--- config.mk ---
export PLATFORM = sky130hd
export DESIGN_NAME = instruction_c_aligner
export DESIGN_NICKNAME = d
export VERILOG_FILES = /design/src/rtl/instruction_c_aligner.sv
export SDC_FILE = /design/constraint.sdc
export NUM_CORES = 1
export LEC_CHECK = 0
export ABC_AREA = 1
export ABC_CLOCK_PERIOD_IN_PS = 3100
export BUFFER_PORTS_ARGS = -buffer_cell sky130_fd_sc_hd__buf_4
export CAP_MARGIN = 20
export CORE_MARGIN = 2
export CORE_UTILIZATION = 54
export DETAILED_ROUTE_END_ITERATION = 7
export GPL_TIMING_DRIVEN = 0
export PLACE_DENSITY = 0.95
export SYNTH_ARGS = -nofsm -noshare
export SYNTH_HDL_FRONTEND = slang
export SYNTH_SLANG_ARGS = --single-unit
export TNS_END_PERCENT = 1
--- constraint.sdc ---
create_clock -name iCLK -period 3.1 [get_ports iCLK]
set_input_delay 0.62 -clock iCLK [delete_from_list [all_inputs] [get_ports iCLK]]
set_output_delay 0.62 -clock iCLK [all_outputs]
set_load 0.05 [all_outputs]
--- src/rtl/instruction_c_aligner.sv ---
// Fetch-side RV32C aligner: takes word-aligned fetch data and issues one 16/32-bit instruction
// per handshake. Compressed support (halfword buffer, SKIP/HALF states) needs ALIGNER_RVC_EN.
module instruction_c_aligner #(
   parameter logic [31:0] RESET_PC = 32'h0000_0000
) (
   input  logic        iCLK,
   input  logic        iRST_N,
   input  logic        iFLUSH,
   input  logic [31:0] iFLUSH_PC,
   output logic [31:0] oFETCH_ADDR,
   output logic        oFETCH_READY,
   input  logic        iFETCH_VALID,
   input  logic [31:0] iFETCH_DATA,
   output logic        oIR_VALID,
   input  logic        iIR_READY,
   output logic [31:0] oIR,
   output logic [31:0] oIR_PC,
   output logic        oIR_C
);

   localparam logic [31:0] WordMask  = 32'hFFFF_FFFC;
   localparam logic [31:0] ResetAddr = RESET_PC & WordMask;

   logic [31:0] fetch_addr_q, fetch_addr_d;
   logic        ir_valid_q, ir_valid_d;
   logic [31:0] ir_q, ir_d;
   logic [31:0] ir_pc_q, ir_pc_d;
   logic        adv;
   logic        fetch_ready;
   logic        xfer;
   logic [31:0] flush_addr;

   assign adv        = !ir_valid_q || iIR_READY;
   assign flush_addr = iFLUSH_PC & WordMask;
   assign xfer       = fetch_ready && iFETCH_VALID;

`ifdef ALIGNER_RVC_EN
   typedef enum logic [1:0] {StEmpty, StSkip, StHalfU, StHalfC} state_e;

   localparam state_e ResetState = RESET_PC[1] ? StSkip : StEmpty;

   state_e      state_q, state_d;
   logic [15:0] hb_q, hb_d;
   logic [31:0] hb_pc_q, hb_pc_d;
   logic        ir_c_q, ir_c_d;
   logic [15:0] lo_half, hi_half;
   logic        lo_c, hi_c;

   assign lo_half = iFETCH_DATA[15:0];
   assign hi_half = iFETCH_DATA[31:16];
   assign lo_c    = lo_half[1:0] != 2'b11;
   assign hi_c    = hi_half[1:0] != 2'b11;

   // SKIP never holds an instruction, so it may fetch regardless of output backpressure.
   assign fetch_ready = !iFLUSH && (state_q != StHalfC) && ((state_q == StSkip) || adv);

   always_comb begin
      state_d      = state_q;
      hb_d         = hb_q;
      hb_pc_d      = hb_pc_q;
      fetch_addr_d = fetch_addr_q;
      ir_valid_d   = ir_valid_q && !iIR_READY;
      ir_d         = ir_q;
      ir_pc_d      = ir_pc_q;
      ir_c_d       = ir_c_q;
      if (iFLUSH) begin
         ir_valid_d   = 1'b0;
         fetch_addr_d = flush_addr;
         state_d      = iFLUSH_PC[1] ? StSkip : StEmpty;
      end else begin
         if (xfer) begin
            fetch_addr_d = fetch_addr_q + 32'd4;
         end
         case (state_q)
            StEmpty: begin
               if (xfer) begin
                  ir_valid_d = 1'b1;
                  ir_pc_d    = fetch_addr_q;
                  if (lo_c) begin
                     ir_d    = {16'h0000, lo_half};
                     ir_c_d  = 1'b1;
                     hb_d    = hi_half;
                     hb_pc_d = fetch_addr_q + 32'd2;
                     state_d = hi_c ? StHalfC : StHalfU;
                  end else begin
                     ir_d   = iFETCH_DATA;
                     ir_c_d = 1'b0;
                  end
               end
            end
            StSkip: begin
               if (xfer) begin
                  hb_d    = hi_half;
                  hb_pc_d = fetch_addr_q + 32'd2;
                  state_d = hi_c ? StHalfC : StHalfU;
               end
            end
            StHalfU: begin
               if (xfer) begin
                  ir_valid_d = 1'b1;
                  ir_d       = {lo_half, hb_q};
                  ir_pc_d    = hb_pc_q;
                  ir_c_d     = 1'b0;
                  hb_d       = hi_half;
                  hb_pc_d    = fetch_addr_q + 32'd2;
                  state_d    = hi_c ? StHalfC : StHalfU;
               end
            end
            StHalfC: begin
               if (adv) begin
                  ir_valid_d = 1'b1;
                  ir_d       = {16'h0000, hb_q};
                  ir_pc_d    = hb_pc_q;
                  ir_c_d     = 1'b1;
                  state_d    = StEmpty;
               end
            end
            default: state_d = ResetState;
         endcase
      end
   end

   always_ff @(posedge iCLK or negedge iRST_N) begin
      if (!iRST_N) begin
         state_q <= ResetState;
         hb_q    <= 16'h0000;
         hb_pc_q <= 32'h0000_0000;
         ir_c_q  <= 1'b0;
      end else begin
         state_q <= state_d;
         hb_q    <= hb_d;
         hb_pc_q <= hb_pc_d;
         ir_c_q  <= ir_c_d;
      end
   end

   assign oIR_C = ir_c_q;
`else
   assign fetch_ready = !iFLUSH && adv;

   always_comb begin
      fetch_addr_d = fetch_addr_q;
      ir_valid_d   = ir_valid_q && !iIR_READY;
      ir_d         = ir_q;
      ir_pc_d      = ir_pc_q;
      if (iFLUSH) begin
         ir_valid_d   = 1'b0;
         fetch_addr_d = flush_addr;
      end else if (xfer) begin
         fetch_addr_d = fetch_addr_q + 32'd4;
         ir_valid_d   = 1'b1;
         ir_d         = iFETCH_DATA;
         ir_pc_d      = fetch_addr_q;
      end
   end

   assign oIR_C = 1'b0;
`endif

   always_ff @(posedge iCLK or negedge iRST_N) begin
      if (!iRST_N) begin
         fetch_addr_q <= ResetAddr;
         ir_valid_q   <= 1'b0;
         ir_q         <= 32'h0000_0000;
         ir_pc_q      <= 32'h0000_0000;
      end else begin
         fetch_addr_q <= fetch_addr_d;
         ir_valid_q   <= ir_valid_d;
         ir_q         <= ir_d;
         ir_pc_q      <= ir_pc_d;
      end
   end

   assign oFETCH_ADDR  = fetch_addr_q;
   assign oFETCH_READY = fetch_ready;
   assign oIR_VALID    = ir_valid_q;
   assign oIR          = ir_q;
   assign oIR_PC       = ir_pc_q;

endmodule
==> impl_metrics.yaml <==
sta:
  tns_ps: 0
  period_share: 0.712
  slew_headroom: 0.601
  timing.fmax_mhz: 453
  hold_viol: 0
  worst_pin_slew_ps: 598
  finClkSkew_ps: 9.97
  period_minus_slack_ps: 2210
  setup_viol: 0
  setup_ws_ps: 893
  slew_violations: 0
  whs_ps: 231
  rsz0062_at_grt: "false"
worst_setup_path:
  setup.worst_path.start_class: "input pin"
  rrSetupSlack_ps: 1500
  critPathRequiredTime_ps: 2480
  cp.arrival_ps: 1590
  critPathMaxStageDelay_ps: 420
  rr_worst_depth: 8
  endpoint_kind: "primary output"
  reg2reg_from: "oFETCH_ADDR[3]"
  crit_family: "buffers and inverters"
  critPathKind: "input pin to primary output"
  r2r-end: "oFETCH_ADDR[14]"
  cp_cell_sequence: "buf_2, buf_1, a21oi_1, buf_4"
  critPathMaxFanout: 10
  path_buf_inv: 3
  worst-path-stages: 4
  cp_slowest_cell: "buf_1"
place:
  io_buffers: 159
  place_congestion: 0.912
  dp_hpwl_um: 10400
  place_ws_ps: 912
cts:
  root_buffer: "clkbuf_8"
  clkLatencyLatePin_ps: 360
  cts_buffers: 9
  clockBufferDepth: 2
  cts_setup_buffers: 0
  ctsResizeCount: 0
  clock_sinks: 93
  ctsHoldBuffers: 0
  cts_tree: "yes"
  path_clk_slew_ps: 90
  htree_levels: 3
route:
  wl_um: 13900
  drcViolationCount: 0
  via_per_inst: 5.35
  wl_met3_um: 1170
  dr.first_iter.drc_count: 279
  wl_per_cell_um: 15.5
  highest_layer: "met4"
  detail-route-antenna-nets: 0
  wl_met1_um: 5520
  wl_met2_um: 6800
  vias: 4780
  dr.pass1.iters: 5
synth:
  synth_top_area_share: 0.505
  synth_adder_area_share: 0.00271
  synthMuxAreaShare: 0
  yosys_warnings: 0
  synth-edff-count: 0
  ys_seq_area_frac: 0.505
  ys_top_cells_by_area: "dfrtp_1, nand2_1, nand3_1"
  netlist_instances: 610
  synthesis.area_mm2: 0.00461
  synth_xor_area_frac: 0.00380
  synth_compound_area_frac: 0.0923
  ys_ff_latch: 93
  async_flop_share: 1.00
  synth_ff_type: "dfrtp_1"
  synth.distinct_cells: 26
  synth_top_family_by_area: "simple AND/OR/NAND/NOR gates"
  avgSynthCellArea_um2: 7.56
  yosys.area_share.simple: 0.324
  synth_top_cell_by_area: "dfrtp_1"
global_route:
  antenna_found_initial: 0
  grt_remaining_overflow: 0
  grt_start_max_net_pins: 94
  grt_util_all_layers: 0.302
  grt_pass1_vias: 4532
  grt_pass1_wl_um: 21300
final_layout:
  synthToLayoutAreaGrowth_pct: 34.4
  diodes: 0
  final_layout_size_suffix_gt1_frac: 0.267
  nNetsFinal: 855
floorplan:
  die_area_mm2: 0.00929
  rows: 33
  start_util: 0.558
  num_io_pins: 168
  core_mm2: 0.00826
  die_x_um: 96.4
  die_h_um: 96.4
run_status:
  status: "completed"
run:
  maxCapViolations: 0
power_and_ir_drop:
  p_leak_nw: 3.28
  powerDensity_mw_per_mm2: 610
  irDropWorstVdd_mv: 0.293
worst_hold_path:
  hold_path.class: "input pin to async pin"
## worst max path at each step
stage,start,to,slack [ps]
floorplan,iFLUSH,oFETCH_READY,730
global placement,iFLUSH,oFETCH_READY,930
detailed placement,iFLUSH,oFETCH_READY,910
CTS,iFLUSH,oFETCH_READY,910
global route,iFLUSH,oFETCH_READY,840
finish,iFLUSH,oFETCH_READY,890
## logic make-up after synthesis
family	count (synthesis)
AND/OR/NAND/NOR	366
XOR/XNOR	2
other	1
buffers and inverters	75
adder cells (fa/ha/maj)	1
AO/OA/AOI/OAI	72
flip-flops	93
## report_power, final
group | leakage [nW] | total, mW | switching [mW] | internal [mW]
clock network | 0.106 | 0.896 | 0.439 | 0.457
logic | 2.01 | 1.35 | 0.954 | 0.396
registers | 1.16 | 1.53 | 0.155 | 1.38
## sequential cells by signal (all words and copies together) (netlist names)
name         cells
oIR_PC          30
oIR_VALID        1
oIR             32
oFETCH_ADDR     30
## cells in the mapped netlist, types with 3 or more instances
master      n
nand2_1   244
dfrtp_1    93
nor2_1     62
nand3_1    47
inv_1      44
o21ai_0    32
buf_2      17
a21boi_0   13
a22oi_1    13
o21ai_1     9
a21oi_1     5
buf_4       5
clkbuf_1    4
nor2_4      4
nor2_2      3
## routing by layer
| metal | up-vias | global-route usage |
|---|---|---|
| li1 | 2253 | - |
| met1 | 2254 | 0.389 |
| met2 | 235 | 0.520 |
| met3 | 38 | 0.0465 |
| met4 | 0 | 0.108 |
| met5 | - | 0 |
## area by class of cell
| cell class | instances | area [um2] |
|---|---|---|
| Fill cell | 606 | 2060 |
| Multi-Input combinational cell | 446 | 1970 |
| Sequential cell | 93 | 2330 |
| Inverter | 46 | 173 |
| Tap cell | 105 | 131 |
| Clock inverter | 6 | 93.8 |
| Buffer | 29 | 156 |
| Clock buffer | 9 | 124 |
| Timing Repair Buffer | 160 | 1220 |
## cells in the final DEF, fill, tap and decap left out, types with 13 or more instances in the layout
cell / count
inv_1: 44
buf_2: 17
nor2_1: 62
a22oi_1: 13
a21boi_0: 13
buf_4: 164
dfrtp_1: 93
nand2_1: 244
nand3_1: 47
o21ai_0: 32
## stage by stage
stage	area [um2]	util	std cells	power, mW
global route	6200	0.750	894	3.94
floorplan	4630	-	614	2.40
global placement	5950	0.721	878	2.86
CTS	6170	0.747	893	3.78
detailed placement	5950	0.721	878	2.90
finish	6200	0.750	894	3.78
(Power assumes the default switching activity.)
